## src/rtl/cpu_out_capture.sv

```systemverilog
// =============================================================================
// Module   : cpu_out_capture
// Purpose  : Records each new value of the CPU z output in a FIFO and serves it
//            on a valid/ready read port. Optional macro: CAP_TIMESTAMP_EN.
// Revision : 1.0
// =============================================================================
`default_nettype none

module cpu_out_capture #(
  parameter int DEPTH = 16,
  parameter int AW    = 4,
  parameter int TSW   = 16
) (
  input  logic          clk,
  input  logic          rst,
  input  logic [7:0]    z_in,
  input  logic          cap_en,
  input  logic          rd_ready,
  output logic          rd_valid,
  output logic [7:0]    rd_data,
  output logic [AW:0]   count,
  output logic          overflow,
  input  logic          clr_ovf
`ifdef CAP_TIMESTAMP_EN
  ,
  output logic [TSW-1:0] rd_ts
`endif
);

  localparam logic [AW:0] C_FULL = (AW + 1)'(DEPTH);

  typedef enum logic [1:0] {
    IDLE  = 2'd0,
    PRIME = 2'd1,
    TRACK = 2'd2
  } state_t;

  state_t        r_state, w_next;
  logic [7:0]    r_last_z;
  logic [AW-1:0] r_wr_ptr, r_rd_ptr;
  logic [AW:0]   r_count;
  logic          r_ovf;
  logic [7:0]    r_mem [DEPTH];

  logic w_push, w_pop, w_full, w_do_push, w_drop;

  generate
    if ((AW != $clog2(DEPTH)) || (DEPTH < 2) || (TSW < 1)) begin : g_param_check
      $error("cpu_out_capture: inconsistent DEPTH/AW/TSW");
    end
  endgenerate

  always_comb begin
    w_next = r_state;
    w_push = 1'b0;
    case (r_state)
      IDLE:  if (cap_en) w_next = PRIME;
      PRIME: begin
        if (cap_en) begin
          w_push = 1'b1;
          w_next = TRACK;
        end else begin
          w_next = IDLE;
        end
      end
      TRACK: begin
        if (!cap_en) w_next = IDLE;
        else         w_push = (z_in != r_last_z);
      end
      default: w_next = IDLE;
    endcase
  end

  assign w_full    = (r_count == C_FULL);
  assign w_pop     = rd_valid & rd_ready;
  // A full FIFO still accepts a push when the head leaves on the same edge.
  assign w_do_push = w_push & (~w_full | w_pop);
  assign w_drop    = w_push & w_full & ~w_pop;

  always_ff @(posedge clk or negedge rst) begin
    if (!rst) begin
      r_state  <= IDLE;
      r_last_z <= 8'h00;
      r_wr_ptr <= '0;
      r_rd_ptr <= '0;
      r_count  <= '0;
      r_ovf    <= 1'b0;
    end else begin
      r_state  <= w_next;
      r_last_z <= z_in;
      if (w_do_push) r_wr_ptr <= r_wr_ptr + 1'b1;
      if (w_pop)     r_rd_ptr <= r_rd_ptr + 1'b1;
      case ({w_do_push, w_pop})
        2'b10:   r_count <= r_count + 1'b1;
        2'b01:   r_count <= r_count - 1'b1;
        default: r_count <= r_count;
      endcase
      if (w_drop)       r_ovf <= 1'b1;
      else if (clr_ovf) r_ovf <= 1'b0;
    end
  end

  always_ff @(posedge clk) begin
    if (w_do_push) r_mem[r_wr_ptr] <= z_in;
  end

  assign rd_valid = (r_count != '0);
  assign rd_data  = rd_valid ? r_mem[r_rd_ptr] : 8'h00;
  assign count    = r_count;
  assign overflow = r_ovf;

`ifdef CAP_TIMESTAMP_EN
  logic [TSW-1:0] r_ts;
  logic [TSW-1:0] r_ts_mem [DEPTH];

  always_ff @(posedge clk or negedge rst) begin
    if (!rst) r_ts <= '0;
    else      r_ts <= r_ts + 1'b1;
  end

  always_ff @(posedge clk) begin
    if (w_do_push) r_ts_mem[r_wr_ptr] <= r_ts;
  end

  assign rd_ts = rd_valid ? r_ts_mem[r_rd_ptr] : '0;
`endif

endmodule

`default_nettype wire

```

## config.mk

```make
export PLATFORM = sky130hd
export DESIGN_NAME = cpu_out_capture
export DESIGN_NICKNAME = d
export VERILOG_FILES = /design/src/rtl/cpu_out_capture.sv
export SDC_FILE = /design/constraint.sdc
export NUM_CORES = 1
export LEC_CHECK = 0
export ABC_AREA = 0
export ABC_CLOCK_PERIOD_IN_PS = 7500
export BUFFER_PORTS_ARGS = -buffer_cell sky130_fd_sc_hd__buf_2
export CAP_MARGIN = 40
export CORE_MARGIN = 2
export CORE_UTILIZATION = 63
export CTS_CLUSTER_DIAMETER = 200
export DETAILED_ROUTE_END_ITERATION = 7
export GPL_TIMING_DRIVEN = 0
export PLACE_DENSITY_LB_ADDON = 0.15
export SYNTH_ARGS = -nofsm -noshare
export SYNTH_HDL_FRONTEND = slang
export SYNTH_SLANG_ARGS = --single-unit
```

## constraint.sdc

```tcl
create_clock -name clk -period 7.5 [get_ports clk]
set_input_delay 0.75 -clock clk [delete_from_list [all_inputs] [get_ports clk]]
set_output_delay 0.75 -clock clk [all_outputs]
set_load 0.03 [all_outputs]
```

### Word level (Yosys, flattened, before mapping)

Memories as Yosys holds them, arrays and structs flattened.
Cells that the tools add are included.
W data, S select, Z words.

* register bits: 24
* bits in writable memories: 128
* input bits: 13
* word-level logic and storage cells: 44
* memories kept: 1

Memory list
* r_mem: depth 16, bits a word 8, read ports 1, clocked after Yosys merged registers in 0, wr ports 1, RTL line 43 `logic [7:0] r_mem [DEPTH];`

* $add $sub $neg: 4
* eq/ne operators: 8
* muxes and demuxes: 13
* bitwise logic cells: 7
* reduce and logical (&&, ||, !) cells: 5

Operator list (number)
* $pmux W5 S2: 1
* $add A4 B1 Y4 const B: 2
* $mux W8: 1
* $ne A8 B8 Y1: 1
* $mux W1: 6
* $mux W2: 3
* $pmux W2 S3: 1
* $add A5 B1 Y5 const B: 1
* $eq A5 B5 Y1 const B: 1
* $reduce_bool A5 Y1: 1
* $sub A5 B1 Y5 const B: 1
* $and A1 B1 Y1: 4
* $eq A2 B1 Y1 const B: 2
* $eq A2 B2 Y1 const B: 2
* $ne A2 B2 Y1 const B: 2
* $reduce_bool A2 Y1: 2
* $logic_not A2 Y1: 1
* $not A1 Y1: 2
* $pmux W1 S2: 1
* $reduce_and A2 Y1: 1
* $or A1 B1 Y1: 1

### Logic depth before layout (Yosys ltp)

* depth in word-level cells: 6
* depth in mapped cells: 11

### Least setup slack after synthesis

OpenSTA, ideal clock, no wires.

* path type: in2reg
* from: input port z_in[4]
* to: register r_count[4] (netlist: count[4])
* library setup time: 134 ps
* data arrival time: 2604 ps
* slack: 4762 ps
* stages: 9
* path buffers: 0
* cells stage by stage: xor2_1 > nor4_1 > a21oi_1 > nor3_2 > ha_1 > a21o_1 > a21oi_1 > mux2i_1 > xnor2_1

* cells in the longest elaborated chain, start to end: 6

Ends and longest elaborated chain
* from (decl): RTL line 16 `input logic [7:0] z_in,`
* $ne A8 B8 Y1 (*): RTL line 68 `else w_push = (z_in != r_last_z);`
* $mux W1 (*): RTL line 67 `if (!cap_en) w_next = IDLE;`
* $pmux W1 S2 (*): RTL line 56 `case (r_state)`
* $and A1 B1 Y1 (*): RTL line 77 `assign w_do_push = w_push & (~w_full | w_pop);`
* $eq A2 B1 Y1 / $eq A2 B2 Y1 (equally long branches): RTL line 93 `case ({w_do_push, w_pop})`
* $pmux W5 S2 / $reduce_bool A2 Y1 (equally long branches)
* to (signal assigned): RTL line 94 `2'b10: r_count <= r_count + 1'b1;`
* to (signal assigned): RTL line 95 `2'b01: r_count <= r_count - 1'b1;`
* to (signal assigned): RTL line 96 `default: r_count <= r_count;`
* to (decl): RTL line 41 `logic [AW:0] r_count;`

Mark *: on every way between the ends. The rest lies on a longest branch, timed or not.
A chain may end at the register's enable or synchronous reset.

### Final worst setup path

* from: register r_rd_ptr[0]
* to: output port rd_data[7]

* cells in the longest elaborated chain, start to end: 2

Ends and longest elaborated chain
* from (decl): RTL line 40 `logic [AW-1:0] r_wr_ptr, r_rd_ptr;`
* from (signal assigned): RTL line 92 `if (w_pop) r_rd_ptr <= r_rd_ptr + 1'b1;`
* $mem_v2 Z16 W8
* $mux W8: RTL line 108 `assign rd_data = rd_valid ? r_mem[r_rd_ptr] : 8'h00;`
* to (decl): RTL line 20 `output logic [7:0] rd_data,`

Every way passes these cells.

==> out/qor.yml <==
route:
  drt_iter0_markers: 270
  wire_per_inst_um: 23.5
  dr.pass1.iters: 5
  via_per_inst: 6.12
  vias: 3199
  drtAntennaViolNets: 0
  wirelength_um: 12300
  drc: 0
logic_synthesis:
  synth_top_area_cell: "edfxtp_1"
  synth_edf_count: 128
  syn_inst: 316
  syn_area_per_cell_um2: 20.0
  synth_cell_types: 35
  yosys_warnings: 0
  async_reset_ff_share_pct: 15.8
  syn-cell-area_um2: 6330
  ys_ff_latch: 152
  synth_top_area_share_pct: 60.7
  synthesis.nets: 341
  ys_top_cells_by_area: "edfxtp_1, dfrtp_1, mux4_1"
  ys_seq_area_share_pct: 70.2
  synth_flop_cell: "edfxtp_1"
worst_setup_path:
  crit_required_ps: 6750
  reg2reg_slack_ps: 4710
  end_kind: "output port"
  r2r_cells: 11
  rr_endpoint: "count[4]$_DFFE_PN0P_"
  startpoint_type: "flop"
  crit_fanout: 10
  crit_arrival_ps: 2720
  rr_startpoint: "r_state[0]$_DFFE_PN0P_"
  critical_path_class: "reg2out"
finish:
  area_delta_synth_final_pct: 15.1
  final_util_pct: 74.6
  fin_area_um2: 7290
  diodes: 0
  layout.cells.non_filler: 523
  fin_nets: 402
  layout-drive-gt1-share_pct: 29.5
pwr:
  pwr-share-clk_pct: 28.6
  comb_power_share_pct: 34.1
  cellLeakagePower_nw: 2.62
  intPower_mw: 1.86
  power_density_nw_per_um2: 380
  totalPowerFinal_mw: 2.77
  pwr-share-seq_pct: 37.2
  switchingPower_mw: 0.904
  irDropWorstVdd_uv: 197
  swShare_pct: 32.7
flow_run:
  cap_violations: 0
status:
  outcome: "finished, final reports clean"
sta:
  fmax_mhz: 288
  rsz0062_at_grt: "no"
  relSlewSlack_pct: 40.8
  finalCritPeriodShare_pct: 46.2
  skew_ps: 6.93
  maxSlewViolCount: 0
  setup_tns_ps: 0
  fin_ws_ps: 4030
  setup_viol: 0
  finalHoldViolations: 0
  worst_pin_slew_ps: 881
  fin_crit_ps: 3470
  finalHoldWorstSlack_ps: 202
min_path:
  min_path_type: "in2async"
clock_network:
  cts_root_buf: "clkbuf_8"
  clockBufferDepth: 2
  cts-resized-gates: 0
  numCtsBuffers: 17
  cts_tree: "yes"
  hold_buffers: 0
  clock_latency_ps: 530
  htreeDepth: 4
  post_cts.repair.setup_buffers: 0
  path_clk_slew_ps: 70
  clock_sinks: 152
grt:
  grt_max_degree: 25
  gr-usage-all-layers_pct: 24.7
  grt_overflow: 0
  grt_pass1_wl_um: 19100
  first_global_vias: 3340
  antenna_found_initial: 0
place:
  place_congestion: 0.784
  io_buffers: 26
  dpl_cell_area_um2: 6730
  dp_slack_ps: 4020
  dp.cells: 491
  detailed_place_hpwl_um: 8020
floorplan:
  rows: 36
  die_height_um: 104
  start_util_pct: 64.8
  die_w_um: 104
  core_area_um2: 9770
  dieArea_um2: 10900
  ioPinCount: 28
-- logic make-up (layout without fill, tap and decap cells) --
group	Yosys count	count (layout)	share of synthesized area, %
xor gates and xnor gates	18	18	2.49
and+or+nand+nor	59	59	5.06
buffers and inverters	18	92	2.09
DFF	152	152	70.2
AOI/OAI and AO/OA	10	10	1.03
muxes	47	47	16.7
adders and majority gates	12	12	2.49
-- cell usage after synthesis, types with 2 or more instances --
cell type and count:
mux4_1 21, nor4_1 3, inv_1 5, a21oi_1 3, nand3_1 2, mux2_2 6, dfrtp_1 24, and2_1 10
buf_8 3, and3_1 2, buf_2 3, nand4_1 3, buf_4 4, edfxtp_1 128, nand3b_1 4, nor3_1 16
mux4_2 19, xor2_1 9, nand2_1 14, xnor2_1 9, a21o_1 3, ha_1 11, o21ai_0 2
-- layout by cell type (no fill, tap or decap), types with 2 or more instances in the layout --
cell / instances
inv_1: 5
ha_1: 11
a21o_1: 3
buf_2: 39
buf_8: 3
clkinvlp_4: 3
xnor2_1: 9
and3_1: 2
mux2_2: 6
nand4_1: 3
o21ai_0: 2
dfrtp_1: 24
nor3_1: 15
and2_1: 10
nand3_1: 2
clkbuf_16: 16
clkinv_4: 4
a21oi_1: 3
buf_4: 10
xor2_1: 9
edfxtp_1: 128
nor3_2: 2
nor4_1: 3
mux4_1: 21
nand2_1: 14
mux4_2: 19
nand3b_1: 4
inv_6: 4
-- routing by layer --
metal	vias to the layer above	routed length (um)	track usage (%)	share of wire [%]
met1	1670	5020	33.0	41
met3	18	568	4.20	4.6
met5	-	0	0	0
met4	0	218	9.27	1.8
met2	101	6460	41.6	53
li1	1410	-	-	-
-- power groups by stage --
stage               sequential, mW  clock [mW]  combinational (mW)
floorplan                     1.06           0               0.692
global placement              1.04           0               0.923
detailed placement            1.04           0               0.950
CTS                           1.03       0.804               0.956
global route                  1.04       0.834                1.02
finish                        1.03       0.793               0.945
-- state kept, by name (all words and copies together) (netlist names) --
| register | cells |
|---|---|
| r_state | 2 |
| r_last_z | 8 |
| overflow | 1 |
| r_mem | 128 |
| r_rd_ptr | 4 |
| count | 5 |
| r_wr_ptr | 4 |
-- cell type report --
| cell class | count | area, um^2 |
|---|---|---|
| buffer | 13 | 114 |
| clock buffer | 17 | 414 |
| fill | 556 | 2490 |
| inverter | 5 | 18.8 |
| timing repair buffer | 42 | 225 |
| clock inverter | 15 | 143 |
| tap | 133 | 166 |
| sequential | 152 | 4440 |
| multi-input combinational | 146 | 1760 |
-- how the worst max path moves through the flow --
| stage | start | endpoint | slack, ps | cells after the start |
|---|---|---|---|---|
| 2_1_floorplan | z_in[4] | count[4]$_DFFE_PN0P_ | 4760 | 9 |
| 3_3_place_gp | z_in[7] | r_mem[0][0]$_DFFE_PP_ | 4010 | 8 |
| 5_1_grt | r_rd_ptr[0]$_DFFE_PN0P_ | rd_data[7] | 3970 | 6 |
| 6_report | r_rd_ptr[0]$_DFFE_PN0P_ | rd_data[7] | 4030 | 6 |
| 3_5_place_dp | z_in[6] | count[4]$_DFFE_PN0P_ | 4020 | 10 |
| 4_1_cts | r_rd_ptr[0]$_DFFE_PN0P_ | rd_data[2] | 4030 | 6 |
-- worst max-delay path, stage by stage (launching register included) --
cell and delay, ps:
dfrtp_1 360, buf_6 160, buf_8 180, mux4_1 670, mux4_2 480, and2_1 160, buf_2 170
Note: power is estimated with default switching activity, not from simulation.
